`src/rtl/mem_ctrl_router.sv`:
```
// mem_ctrl_router: N-region address decoder plus single-outstanding request
// router between one master and N_REGIONS slave ports.
//   clk, rst_n     : clock, asynchronous active-low reset
//   m_req_*        : master request (valid/ready, addr, we, wdata, be)
//   m_rsp_*        : master response (one-cycle valid pulse, rdata, err)
//   s_req_*        : slave request (one-hot valid, per-slave ready, shared payload)
//   s_rsp_*        : per-slave response valid and packed read data (slice i)
// Optional build macro MEM_CTRL_ROUTER_MISALIGN_CHK_EN rejects misaligned
// requests (non-contiguous byte enables, or a full-word access at a non-zero
// byte offset) with an error response, exactly like an unmapped address.
module mem_ctrl_router #(
  parameter int unsigned ADDR_W      = 32,
  parameter int unsigned DATA_W      = 32,
  parameter int unsigned N_REGIONS   = 4,
  parameter logic [N_REGIONS*ADDR_W-1:0] REGION_BASE =
    {32'h11000000, 32'h10100000, 32'h10010000, 32'h00400000},
  parameter logic [N_REGIONS*ADDR_W-1:0] REGION_END =
    {32'hFFFFFFFF, 32'h101000FF, 32'h100100FF, 32'h00400FFF},
  parameter int unsigned TIMEOUT_CYC = 255
) (
  input  logic                        clk,
  input  logic                        rst_n,
  input  logic                        m_req_valid,
  output logic                        m_req_ready,
  input  logic [ADDR_W-1:0]           m_req_addr,
  input  logic                        m_req_we,
  input  logic [DATA_W-1:0]           m_req_wdata,
  input  logic [DATA_W/8-1:0]         m_req_be,
  output logic                        m_rsp_valid,
  output logic [DATA_W-1:0]           m_rsp_rdata,
  output logic                        m_rsp_err,
  output logic [N_REGIONS-1:0]        s_req_valid,
  input  logic [N_REGIONS-1:0]        s_req_ready,
  output logic [ADDR_W-1:0]           s_req_addr,
  output logic                        s_req_we,
  output logic [DATA_W-1:0]           s_req_wdata,
  output logic [DATA_W/8-1:0]         s_req_be,
  input  logic [N_REGIONS-1:0]        s_rsp_valid,
  input  logic [N_REGIONS*DATA_W-1:0] s_rsp_rdata
);

  localparam int unsigned BE_W  = DATA_W / 8;
  localparam int unsigned SEL_W = (N_REGIONS > 1) ? $clog2(N_REGIONS) : 1;
  localparam int unsigned CNT_W = 16;

  typedef enum logic [1:0] {S_IDLE, S_REQ, S_WAIT, S_RESP} state_e;

  state_e                 state_q, state_d;
  logic [SEL_W-1:0]       sel_q, sel_d;
  logic [CNT_W-1:0]       cnt_q, cnt_d;
  logic [ADDR_W-1:0]      addr_q, addr_d;
  logic                   we_q, we_d;
  logic [DATA_W-1:0]      wdata_q, wdata_d;
  logic [BE_W-1:0]        be_q, be_d;
  logic                   m_req_ready_q, m_req_ready_d;
  logic                   m_rsp_valid_q, m_rsp_valid_d;
  logic [DATA_W-1:0]      rdata_q, rdata_d;
  logic                   err_q, err_d;
  logic [N_REGIONS-1:0]   s_req_valid_q, s_req_valid_d;

  logic                   hit_c;
  logic [SEL_W-1:0]       hit_sel_c;
  logic                   reject_c;
  logic                   timeout_c;

  // Address decode; scanning downward lets the lowest matching index win.
  always_comb begin
    hit_c     = 1'b0;
    hit_sel_c = '0;
    for (int i = N_REGIONS - 1; i >= 0; i--) begin
      if (m_req_addr >= REGION_BASE[i*ADDR_W +: ADDR_W] &&
          m_req_addr <= REGION_END[i*ADDR_W +: ADDR_W]) begin
        hit_c     = 1'b1;
        hit_sel_c = SEL_W'(i);
      end
    end
  end

`ifdef MEM_CTRL_ROUTER_MISALIGN_CHK_EN
  localparam logic [ADDR_W-1:0] OFF_MASK = ADDR_W'(BE_W - 1);
  logic misalign_c;

  // Contiguous lanes have at most one 0->1 rise walking up from lane 0.
  always_comb begin : misalign_chk
    int unsigned rises;
    logic        prev;
    rises = 0;
    prev  = 1'b0;
    for (int i = 0; i < BE_W; i++) begin
      if (m_req_be[i] && !prev) rises = rises + 32'd1;
      prev = m_req_be[i];
    end
    misalign_c = (rises > 32'd1) ||
                 (((m_req_addr & OFF_MASK) != '0) && (&m_req_be));
  end

  assign reject_c = !hit_c || misalign_c;
`else
  assign reject_c = !hit_c;
`endif

  // Count reaches TIMEOUT_CYC at the end of this REQ/WAIT cycle.
  assign timeout_c = (32'(cnt_q) + 32'd1) >= TIMEOUT_CYC;

  // Next-state and registered-output computation.
  always_comb begin
    state_d       = state_q;
    sel_d         = sel_q;
    cnt_d         = cnt_q;
    addr_d        = addr_q;
    we_d          = we_q;
    wdata_d       = wdata_q;
    be_d          = be_q;
    m_req_ready_d = m_req_ready_q;
    m_rsp_valid_d = 1'b0;
    rdata_d       = rdata_q;
    err_d         = err_q;
    s_req_valid_d = s_req_valid_q;

    unique case (state_q)
      S_IDLE: begin
        if (m_req_valid) begin
          addr_d        = m_req_addr;
          we_d          = m_req_we;
          wdata_d       = m_req_wdata;
          be_d          = m_req_be;
          sel_d         = hit_sel_c;
          m_req_ready_d = 1'b0;
          if (reject_c) begin
            state_d       = S_RESP;
            m_rsp_valid_d = 1'b1;
            rdata_d       = '0;
            err_d         = 1'b1;
          end else begin
            state_d       = S_REQ;
            cnt_d         = '0;
            s_req_valid_d = N_REGIONS'(1) << hit_sel_c;
          end
        end
      end

      S_REQ: begin
        cnt_d = cnt_q + CNT_W'(1);
        // A same-cycle response from the slave is only a handshake here.
        if (timeout_c) begin
          state_d       = S_RESP;
          s_req_valid_d = '0;
          m_rsp_valid_d = 1'b1;
          rdata_d       = '0;
          err_d         = 1'b1;
        end else if (s_req_ready[sel_q]) begin
          state_d       = S_WAIT;
          s_req_valid_d = '0;
        end
      end

      S_WAIT: begin
        cnt_d = cnt_q + CNT_W'(1);
        // A response beats a timeout landing in the same cycle.
        if (s_rsp_valid[sel_q]) begin
          state_d       = S_RESP;
          m_rsp_valid_d = 1'b1;
          rdata_d       = we_q ? '0 : s_rsp_rdata[sel_q*DATA_W +: DATA_W];
          err_d         = 1'b0;
        end else if (timeout_c) begin
          state_d       = S_RESP;
          m_rsp_valid_d = 1'b1;
          rdata_d       = '0;
          err_d         = 1'b1;
        end
      end

      S_RESP: begin
        state_d       = S_IDLE;
        m_req_ready_d = 1'b1;
        rdata_d       = '0;
        err_d         = 1'b0;
      end

      default: begin
        state_d       = S_IDLE;
        m_req_ready_d = 1'b1;
        s_req_valid_d = '0;
      end
    endcase
  end

  // State and output registers.
  always_ff @(posedge clk or negedge rst_n) begin
    if (!rst_n) begin
      state_q       <= S_IDLE;
      sel_q         <= '0;
      cnt_q         <= '0;
      addr_q        <= '0;
      we_q          <= 1'b0;
      wdata_q       <= '0;
      be_q          <= '0;
      m_req_ready_q <= 1'b1;
      m_rsp_valid_q <= 1'b0;
      rdata_q       <= '0;
      err_q         <= 1'b0;
      s_req_valid_q <= '0;
    end else begin
      state_q       <= state_d;
      sel_q         <= sel_d;
      cnt_q         <= cnt_d;
      addr_q        <= addr_d;
      we_q          <= we_d;
      wdata_q       <= wdata_d;
      be_q          <= be_d;
      m_req_ready_q <= m_req_ready_d;
      m_rsp_valid_q <= m_rsp_valid_d;
      rdata_q       <= rdata_d;
      err_q         <= err_d;
      s_req_valid_q <= s_req_valid_d;
    end
  end

  assign m_req_ready = m_req_ready_q;
  assign m_rsp_valid = m_rsp_valid_q;
  assign m_rsp_rdata = rdata_q;
  assign m_rsp_err   = err_q;
  assign s_req_valid = s_req_valid_q;
  assign s_req_addr  = addr_q;
  assign s_req_we    = we_q;
  assign s_req_wdata = wdata_q;
  assign s_req_be    = be_q;

endmodule

```
`config.mk`:
```
export PLATFORM = sky130hd
export DESIGN_NAME = mem_ctrl_router
export DESIGN_NICKNAME = d
export VERILOG_FILES = /design/src/rtl/mem_ctrl_router.sv
export SDC_FILE = /design/constraint.sdc
export NUM_CORES = 1
export LEC_CHECK = 0
export ABC_AREA = 1
export CORE_AREA = 2 2 132 134
export CTS_CLUSTER_SIZE = 8
export DETAILED_ROUTE_END_ITERATION = 8
export DIE_AREA = 0 0 134 136
export GPL_TIMING_DRIVEN = 0
export PLACE_DENSITY = 0.79
export RECOVER_POWER = 25
export SLEW_MARGIN = 40
export SYNTH_ARGS = -nofsm -noshare
export SYNTH_HDL_FRONTEND = slang
export SYNTH_SLANG_ARGS = --single-unit
```
`constraint.sdc`:
```
create_clock -name clk -period 3.8 [get_ports clk]
set_clock_uncertainty 0.2 [all_clocks]
set_input_delay 0.76 -clock clk [delete_from_list [all_inputs] [get_ports clk]]
set_output_delay 0.76 -clock clk [all_outputs]
set_load 0.1 [all_outputs]
```
# [Word level (Yosys, flattened, before mapping)]
# Cells that the tools add are included.
[totals] reg_bits=128 in_bits=208
[op_classes] n_addsub=2 order_cmp=10 n_eq_ne=8 shifts=2 muxes=45 reduce_logical=15
[op_table] op="2-to-1 mux 32 bit" n=5
[op_table] op="one-hot mux 32 bit (4 select lines)" n=1
[op_table] op="indexed part select 128 x 8 -> 32 bit" n=1
[op_table] op=">= comparator 32 x 29 -> 1 bit, second input constant" n=3
[op_table] op="less-or-equal comparator 32 x 29 -> 1 bit, second input constant" n=2
[op_table] op=">= comparator 32 x 23 -> 1 bit, second input constant" n=1
[op_table] op="less-or-equal comparator 32 x 23 -> 1 bit, second input constant" n=1
[op_table] op="less-or-equal comparator 32 bit, second input constant" n=1
[op_table] op="2-to-1 mux 16 bit" n=2
[op_table] op="one-hot mux 16 bit (2 select lines)" n=1
[op_table] op="2-to-1 mux 2 bit" n=10
[op_table] op="adder 16 x 1 -> 17 bit, second input constant" n=1
[op_table] op=">= comparator 17 x 8 -> 1 bit, second input constant" n=1
[op_table] op="adder 16 x 1 -> 16 bit, second input constant" n=1
[op_table] op="2-to-1 mux 4 bit" n=4
[op_table] op="2-to-1 mux 1 bit" n=15
[op_table] op="one-hot mux 2 bit (4 select lines)" n=1
[op_table] op="one-hot mux 4 bit (2 select lines)" n=1
[op_table] op="!= test 2 bit, second input constant" n=3
[op_table] op="!= test 3 bit, second input constant" n=2
[op_table] op="AND reduction 2 bit" n=3
[op_table] op="AND reduction 3 bit" n=2
[op_table] op="nonzero test 2 bit" n=3
[op_table] op="binary-select mux 1 bit (select 2 bit)" n=2
[op_table] op="11 further kinds" n=15

# [Logic depth before layout (Yosys ltp)]
# Gate-level depths: netlist (run 1).
[depth] word_depth=10 ltp_mapped=15 mapped_depth_nobuf=15

# [Worst setup path before layout (run 1)]
# Ideal clock, no wire load.
[synth_path] kind="input to register" startpoint="input m_req_addr[13]" endpoint="register rdata_q[14] (netlist: m_rsp_rdata[14])" setup_time_ns=0.068 t_arrival_ns=2.068 path_slack_ns=1.465 cell_stages=12 path_buffers=1 cell_sequence="inv_1 > nand4_1 > nor2_1 > nand3_1 > nor2_1 > nor2_2 > nand2_1 > nand2_1 > nand2_1 > clkbuf_1 > nand2_1 > nand2_1"
[synth_between] elab_chain_cells=8
[synth_rtl] item="start, declared" line_no="25" text="input logic [ADDR_W-1:0] m_req_addr,"
[synth_rtl] item=">= comparator 32 x 29 -> 1 bit / less-or-equal comparator 32 bit (equally long branches)" line_no="71, 72"
[synth_rtl] item="logical AND 1 bit" line_no="71" text="if (m_req_addr >= REGION_BASE[i*ADDR_W +: ADDR_W] &&"
[synth_rtl] item="2-to-1 mux 1 bit (3 in series)" line_no="71"
[synth_rtl] item="2-to-1 mux 1 bit *" line_no="71"
[synth_rtl] item="!= test 2 bit (no source line) *"
[synth_rtl] item="AND reduction 2 bit (no source line) *"
[synth_rtl] item="end signal, assigned" line_no="213" text="rdata_q <= rdata_d;"
[synth_rtl] item="end, declared" line_no="57" text="logic [DATA_W-1:0] rdata_q, rdata_d;"
# Mark *: on every way between the ends. The rest lies on a longest branch, timed or not.
# A chain may end at the register's enable or synchronous reset.

# [Worst setup path in the final report (run 1)]
[layout_path] startpoint="input m_req_addr[13]" endpoint="register rdata_q[24] (netlist: m_rsp_rdata[24])"
# Same word-level chain as after synthesis.

==> results of run 1 <==
[power by group through the flow]
stage               registers [mW]  logic, mW  clock network [mW]
finish                        2.13       6.72                1.76
global route                  2.18       7.09                1.86
CTS                           2.12       6.70                1.78
detailed placement            2.12       6.70                   0
global placement              2.14       7.04                   0
floorplan                     5.21       2.05                   0
[registers in the layout, indices dropped and copies added (netlist names)]
| name | flops |
|---|---|
| m_rsp_rdata | 32 |
| m_rsp_valid | 1 |
| s_req_be | 4 |
| sel_q | 2 |
| s_req_wdata | 32 |
| s_req_addr | 32 |
| cnt_q | 16 |
| m_req_ready | 1 |
| s_req_valid | 4 |
| m_rsp_err | 1 |
| state_q | 2 |
| s_req_we | 1 |
[synthesized netlist by cell type, drive strengths merged]
cell / count / area [µm²]
nand2: 464 / 1770
xor2: 2 / 17.5
dfrtp: 127 / 3180
o22ai: 54 / 526
buf: 18 / 105
clkinv: 3 / 11.3
nor2: 96 / 418
and3: 1 / 6.26
a22oi: 1 / 7.51
a31oi: 1 / 6.26
nor3: 4 / 20.0
or2: 1 / 6.26
a22o: 1 / 8.76
dfstp: 1 / 26.3
nand3b: 1 / 11.3
a21oi: 6 / 30.0
o211ai: 1 / 7.51
nand4: 14 / 87.6
clkbuf: 39 / 148
inv: 53 / 199
ha: 6 / 75.1
nand3: 67 / 350
o21bai: 1 / 7.51
o21ai: 91 / 459
[how the worst min path moves through the flow]
stage	endpoint	start	slack [ps]	depth (start not counted)
2_1_floorplan	cnt_q[0]	rst_n	260	0
3_3_place_gp	s_req_valid[2]	s_req_valid[2]	260	2
3_5_place_dp	s_req_valid[0]	s_req_valid[0]	260	2
4_1_cts	s_req_wdata[10]	rst_n	90	1
5_1_grt	s_req_be[3]	s_req_be[3]	290	2
6_report	s_req_addr[5]	s_req_addr[5]	270	2
[through the flow]
| step | hold slack [ps] | setup slack (ps) | cells |
|---|---|---|---|
| detailed placement | 260 | 521 | 1594 |
| global placement | 259 | -3380 | 1593 |
| finish | 274 | 924 | 1626 |
| CTS | 89.3 | 959 | 1625 |
| global route | 294 | 735 | 1626 |
| floorplan | 264 | 1460 | 1053 |
[worst max-delay path: cells and delay by family]
kind	cells	cell delay [ps]
buffers and inverters	3	870
AND/OR/NAND/NOR	10	1400
[placed cells by master, fill, tap and decap left out, drive strengths merged]
cell type,count
a31oi,1
a22o,1
dfstp,1
o21ai,91
clkinvlp,3
inv,54
o21bai,1
and3,1
nand3,67
clkinv,3
xor2,2
a21oi,6
nor2,96
dfrtp,127
clkdlybuf4s50,206
diode,1
or2,1
ha,6
a22oi,1
o211ai,1
buf,127
o22ai,54
nor3,4
bufinv,4
nand3b,1
nand4,14
clkbuf,63
nand2,464
[logic make-up after synthesis]
kind of cell / count (synthesis) / share of synthesized area [%]
compound gates: 156 / 14.1
xor+xnor: 2 / 0.234
fa+ha+maj: 6 / 1.00
buf+inv: 113 / 6.19
flops: 128 / 42.8
simple gates: 648 / 35.7
[metal layers]
metal | track usage [%] | part of all wire (%) | vias up
met5 | 0 | 0 | -
met4 | 12.6 | 3.6 | 0
met3 | 8.80 | 8.1 | 62
met2 | 49.5 | 49 | 342
met1 | 32.3 | 39 | 3880
li1 | - | - | 4078
[cell type report]
cell class | count | area share (%)
antenna | 1 | 0.0227
clock inverter | 8 | 1.37
sequential | 128 | 29.0
timing repair buffer | 316 | 23.9
inverter | 56 | 1.90
tap | 225 | 2.55
multi-input combinational | 812 | 34.6
clock buffer | 23 | 4.42
buffer | 57 | 2.29
==> qor.csv, run 1 <==
stage,metric,value,unit
outcome,status,"complete, but fails checks",
outcome,failing checks,"capacitance limit, slew limit",
synthesis,Yosys warning total,0,
layout,Multi-input gate area,3820,µm²
placed_design,port bufs,315,
global_route,total track usage,28.5,%
setup_path,R2R depth,9,
setup_path,WS Path Type,primary input to flip-flop,
detailed_routing,WL/cell,16.0,µm
setup_path,r2r endpoint,m_rsp_rdata[14],
hold_path,HP Class,flip-flop to flip-flop,
global_route,first-pass GRT wire length,41.1,mm
sta,"Hold Violations, Final",0,
power_and_ir_drop,power per cell area,961,nW/µm²
setup_path,CP Data Arrival Time,3040,ps
clock_tree,CTS Buf Count,17,
layout,area grow syn2layout,47.6,%
floorplanning,core area,16900,µm²
synthesis,library cells used by synthesis,36,
layout,fin area,11000,µm²
clock_tree,Post-CTS Hold Buffers,0,
detailed_routing,Total Wirelength,26.0,mm
power_and_ir_drop,Sw Share,59.6,%
power_and_ir_drop,Reg power frac,20.0,%
power_and_ir_drop,worst vdd ir,0.894,mV
sta,TNS Setup,0,ps
power_and_ir_drop,Clock Power Share,16.6,%
floorplanning,Starting Density,44.3,%
detailed_routing,total number of vias,8362,
floorplanning,io pins,316,
placed_design,DP Area,10400,µm²
sta,Slew HR,-10.6,%
sta,max-slew violations,62,
sta,fin crit period,2880,ps
detailed_routing,Vias/cell,5.14,
clock_tree,Post-CTS Resized,0,
placed_design,Final HPWL DP,19.9,mm
clock_tree,Post-CTS Repair Setup Buffers,0,
synthesis,Seq cells post-synth,128,
setup_path,CP max FO,10,
detailed_routing,drt first-iter violations,424,
clock_tree,Worst-Skew Late Latency,420,ps
clock_tree,Num Clock Sinks,128,
sta,final worst path period share,75.7,%
layout,Final Util,65.4,%
floorplanning,# rows,48,
setup_path,startpoint types,primary input,
layout,fillers,1496,
global_route,number of global-route vias before repair,8195,
clock_tree,CTS root buf,clkbuf_16,
setup_path,CP cell instances,clkdlybuf4s50_1 -> inv_1 -> nand4_1 -> nor2_1 -> nand3_1 -> nor2_1 -> nor2_2 -> nand2_1 -> nand2_1 -> nand2_1 -> clkbuf_1 -> nand2_1 -> nand2_1,
sta,Finish-stage setup viols,0,
synthesis,Synth Area per Inst,7.11,µm²
setup_path,launch point of the worst path,m_req_addr[13],
layout,Sequential Area,3200,µm²
detailed_routing,drt pass-1 iters,5,
synthesis,number of cells produced by synthesis,1053,
floorplanning,die width,134,µm
clock_tree,CTS tree,done,
floorplanning,area of the die,18200,µm²
global_route,total gr overflow,0,
global_route,pin count of the biggest net entering global routing,68,
synthesis,syn nets,1267,
global_route,antenna violations before repair,1,
power_and_ir_drop,Net Sw Power,6.32,mW
clock_tree,H-Tree Depth,4,
power_and_ir_drop,Tot Pwr,10.6,mW
power_and_ir_drop,static leakage,5.46,nW
setup_path,CP max-delay cell,clkbuf_1,
setup_path,Most common cell on crit path,nand2_1,
layout,Final nets,1602,
setup_path,CP Capture Point,m_rsp_rdata[24],
clock_tree,"Reg clk slew, reported paths",60,ps
synthesis,netlist area before placement,7480,µm²
power_and_ir_drop,Logic pwr share,63.4,%
power_and_ir_drop,Int Power,4.29,mW
run,max cap viols,1,
setup_path,r2r startpoint,sel_q[0],
detailed_routing,DRC Markers,0,
clock_tree,Bufs on Longest Clock Path,2,
placed_design,placer congestion estimate,0.895,
sta,Peak Freq,0.348,GHz
sta,Least-Margin Pin Slew,1660,ps
layout,share of layout cells above drive strength 1,15.3,%
synthesis,"Seq/Total Area, Yosys",42.8,%
detailed_routing,Post-DRT Antenna Nets,0,
setup_path,WP data required,3960,ps
setup_path,Slowest Stage Delay on Critical Path,410,ps
sta,unrepaired setup endpoints after global routing,no,
setup_path,Reg2Reg Setup Slack,1030,ps
setup_path,Crit. End Element,flip-flop,
floorplanning,die height,136,µm
No activity file was read; power rests on OpenSTA's default activity.
==> run 2: changes to the inputs <==
--- a/config.mk
+++ b/config.mk
@@ -6,12 +6,12 @@
 export NUM_CORES = 1
 export LEC_CHECK = 0
 export ABC_AREA = 1
-export CORE_AREA = 2 2 132 134
+export CORE_AREA = 2 2 142 144
 export CTS_CLUSTER_SIZE = 8
 export DETAILED_ROUTE_END_ITERATION = 8
-export DIE_AREA = 0 0 134 136
+export DIE_AREA = 0 0 144 146
 export GPL_TIMING_DRIVEN = 0
-export PLACE_DENSITY = 0.79
+export PLACE_DENSITY = 0.72
 export RECOVER_POWER = 25
 export SLEW_MARGIN = 40
 export SYNTH_ARGS = -nofsm -noshare
==> constraint.sdc (replaced) <==
create_clock -name clk -period 2.4 [get_ports clk]
set_clock_uncertainty 0.2 [all_clocks]
set_input_delay 0.48 -clock clk [delete_from_list [all_inputs] [get_ports clk]]
set_output_delay 0.48 -clock clk [all_outputs]
set_load 0.1 [all_outputs]
==> run 2 against run 1 <==
Net effect:
- the run now ends clean
- clock-buffer cell count decreased by 5
- global-route usage shrank 4.0 points
- critical path depth unchanged
- sequential power is 59% higher
- register-to-register slack lost 960 ps
- routed wire length increased by 3.4%
- largest cell class unchanged
- largest power group unchanged
==> qor.csv, run 2 (same netlist as run 1, synthesis figures left out) <==
stage,metric,value,unit,change
sta,Peak Freq,0.426,GHz,
floorplanning,die height,146,µm,was 136 µm
run,max cap viols,0,,was 1
floorplanning,area of the die,21000,µm²,was 18200 µm²
power_and_ir_drop,Net Sw Power,10.3,mW,was 6.32 mW
setup_path,Crit. End Element,flip-flop,,unchanged
power_and_ir_drop,Reg power frac,20.2,%,was 20.0%
sta,final worst path period share,97.7,%,
sta,Finish-stage setup viols,0,,unchanged
detailed_routing,drt first-iter violations,445,,was 424
power_and_ir_drop,Logic pwr share,65.7,%,was 63.4%
global_route,antenna violations before repair,0,,was 1
detailed_routing,Total Wirelength,26.9,mm,was 26.0 mm
placed_design,Inst Count DP,1634,,was 1594
layout,area grow syn2layout,53.6,%,was 47.6%
outcome,status,completed,,"was complete, but fails checks"
floorplanning,Starting Density,38.7,%,was 44.3%
clock_tree,H-Tree Depth,4,,unchanged
power_and_ir_drop,Tot Pwr,16.8,mW,was 10.6 mW
power_and_ir_drop,Sw Share,61.1,%,was 59.6%
detailed_routing,DRC Markers,0,,unchanged
placed_design,port bufs,315,,unchanged
global_route,number of global-route vias before repair,7877,,was 8195
setup_path,WP data required,2520,ps,was 3960 ps
setup_path,CP Data Arrival Time,2470,ps,was 3040 ps
power_and_ir_drop,Int Power,6.55,mW,was 4.29 mW
layout,fillers,1798,,was 1496
sta,unrepaired setup endpoints after global routing,yes,,was no
layout,"commonest non-fill, non-tap cell in the layout",nand2_1,,unchanged
layout,Sequential Area,3210,µm²,was 3200 µm²
sta,Slew HR,9.28,%,was -10.6%
floorplanning,core area,19300,µm²,was 16900 µm²
floorplanning,# rows,51,,was 48
layout,ant diodes,0,,was 1
clock_tree,CTS root buf,clkbuf_16,,unchanged
power_and_ir_drop,Clock Power Share,14.2,%,was 16.6%
detailed_routing,drt pass-1 iters,5,,unchanged
detailed_routing,total number of vias,8396,,was 8362
layout,Non-Filler Instances,1689,,was 1626
clock_tree,Bufs on Longest Clock Path,2,,unchanged
power_and_ir_drop,power per cell area,1470,nW/µm²,was 961 nW/µm²
detailed_routing,WL/cell,15.9,µm,was 16.0 µm
setup_path,Reg2Reg Setup Slack,70,ps,was 1030 ps
clock_tree,Num Clock Sinks,128,,unchanged
sta,Least-Margin Pin Slew,1360,ps,was 1660 ps
sta,max-slew violations,0,,was 62
placed_design,placer congestion estimate,0.895,,about the same
detailed_routing,Post-DRT Antenna Nets,0,,unchanged
layout,"commonest cells after routing, fill and taps aside","nand2_1, clkdlybuf4s50_1, dfrtp_1",,unchanged
setup_path,CP max FO,10,,unchanged
clock_tree,CTS Buf Count,17,,unchanged
clock_tree,"Reg clk slew, reported paths",60,ps,about the same
clock_tree,Worst-Skew Late Latency,420,ps,about the same
global_route,pin count of the biggest net entering global routing,73,,was 68
setup_path,startpoint types,primary input,,unchanged
layout,Final nets,1625,,was 1602
floorplanning,die width,144,µm,was 134 µm
placed_design,Final HPWL DP,20.4,mm,was 19.9 mm
power_and_ir_drop,worst vdd ir,1.35,mV,was 0.894 mV
global_route,total gr overflow,0,,unchanged
detailed_routing,Vias/cell,4.97,,was 5.14
global_route,total track usage,24.4,%,was 28.5%
power_and_ir_drop,static leakage,5.62,nW,was 5.46 nW
sta,fin crit period,2350,ps,
setup_path,WS Path Type,primary input to flip-flop,,unchanged
floorplanning,io pins,316,,unchanged
layout,Multi-input gate area,3980,µm²,was 3820 µm²
sta,"Hold Violations, Final",0,,unchanged
hold_path,HP Class,flip-flop to flip-flop,,unchanged
layout,share of layout cells above drive strength 1,19.8,%,was 15.3%
global_route,first-pass GRT wire length,40.4,mm,was 41.1 mm
clock_tree,CTS tree,done,,unchanged
-- run 2: cell types whose count changed in the layout (fill, tap and decap cells not counted), moves of 5 or more --
| cell | previous run | this run |
|---|---|---|
| clkbuf_1 | 40 | 23 |
| buf_4 | 0 | 21 |
| nand3_1 | 64 | 59 |
| clkbuf_2 | 2 | 11 |
| nand2_1 | 456 | 447 |
| buf_12 | 0 | 5 |
| clkbuf_4 | 0 | 6 |
| nand2_2 | 6 | 12 |
| buf_2 | 120 | 114 |
-- run 2: worst max-delay path, stage by stage --
cell and delay, ps:
clkdlybuf4s50_1 400, inv_1 70, nand4_1 170, nor2_2 200, nand3_1 110, nor2_1 140
nor2_2 80, nand2_1 140, nand2_2 130, nand2_4 150, buf_4 200, nand3_1 80
o21ai_0 100
-- run 2: path summary, 6_finish.rpt --
check	from	end	depth (start not counted)
max	m_req_addr[13]	cnt_q[10]	13
min	s_req_valid[3]	s_req_valid[3]	2
max reg2reg	sel_q[0]	m_rsp_rdata[3]	10
min reg2reg	s_req_valid[3]	s_req_valid[3]	2
max in group asynchronous	rst_n	m_req_ready	3
min in group asynchronous	rst_n	s_req_addr[14]	2
-- run 2: metrics by stage --
step	worst slack (ps)	setup TNS [ps]	util (%)	hold WS, ps	area [µm²]
after floorplan	252	0	-	-15.6	7480
after global placement	-4620	-615120	56.7	258	11000
after detailed placement	-642	-28930	54.1	239	10500
after CTS	2.99	0	57.3	268	11100
after global routing	-68.2	-1540	59.4	295	11500
final	54.4	0	59.4	264	11500
-- run 2: layout make-up --
cell class	count	area share (%)
multi-input combinational	813	34.6
sequential	128	27.9
timing repair buffer	338	25.0
clock buffer	18	3.82
buffer	57	2.92
tap	265	2.89
inverter	56	1.88
clock inverter	14	0.936
-- run 2: repair_timing --
action                                 4_1_cts  5_1_grt
hold buffers                                 1        0
setup buffers                                2       17
gates cloned                                 0        3
gates resized for setup                     21       73
endpoints found under the hold margin       56        0
setup endpoints to repair                   54       96
pin swaps                                    0       33
-- run 2: power groups by stage --
stage / combinational [mW] / sequential, mW / clock [mW]
floorplan: 3.25 / 8.24 / 0
global placement: 11.2 / 3.40 / 0
detailed placement: 10.7 / 3.38 / 0
CTS: 10.8 / 3.38 / 2.44
global route: 11.7 / 3.48 / 2.55
finish: 11.1 / 3.39 / 2.39
-- run 2: layer usage --
layer  global-route usage [%]  vias to the layer above  part of all wire [%]
met5                        0                        -                     0
met4                     9.90                        0                   3.5
met3                     7.77                       64                   9.0
met2                     41.6                      350                    49
met1                     28.3                     3857                    39
li1                         -                     4125                     -
==> run 3: changes to the inputs <==
--- a/config.mk
+++ b/config.mk
@@ -6,6 +6,7 @@
 export NUM_CORES = 1
 export LEC_CHECK = 0
 export ABC_AREA = 1
+export CAP_MARGIN = 30
 export CORE_AREA = 2 2 142 144
 export CTS_CLUSTER_SIZE = 8
 export DETAILED_ROUTE_END_ITERATION = 8
==> results of run 3 <==
No change in the layout: final DEF, timing and power equal those of run 2.
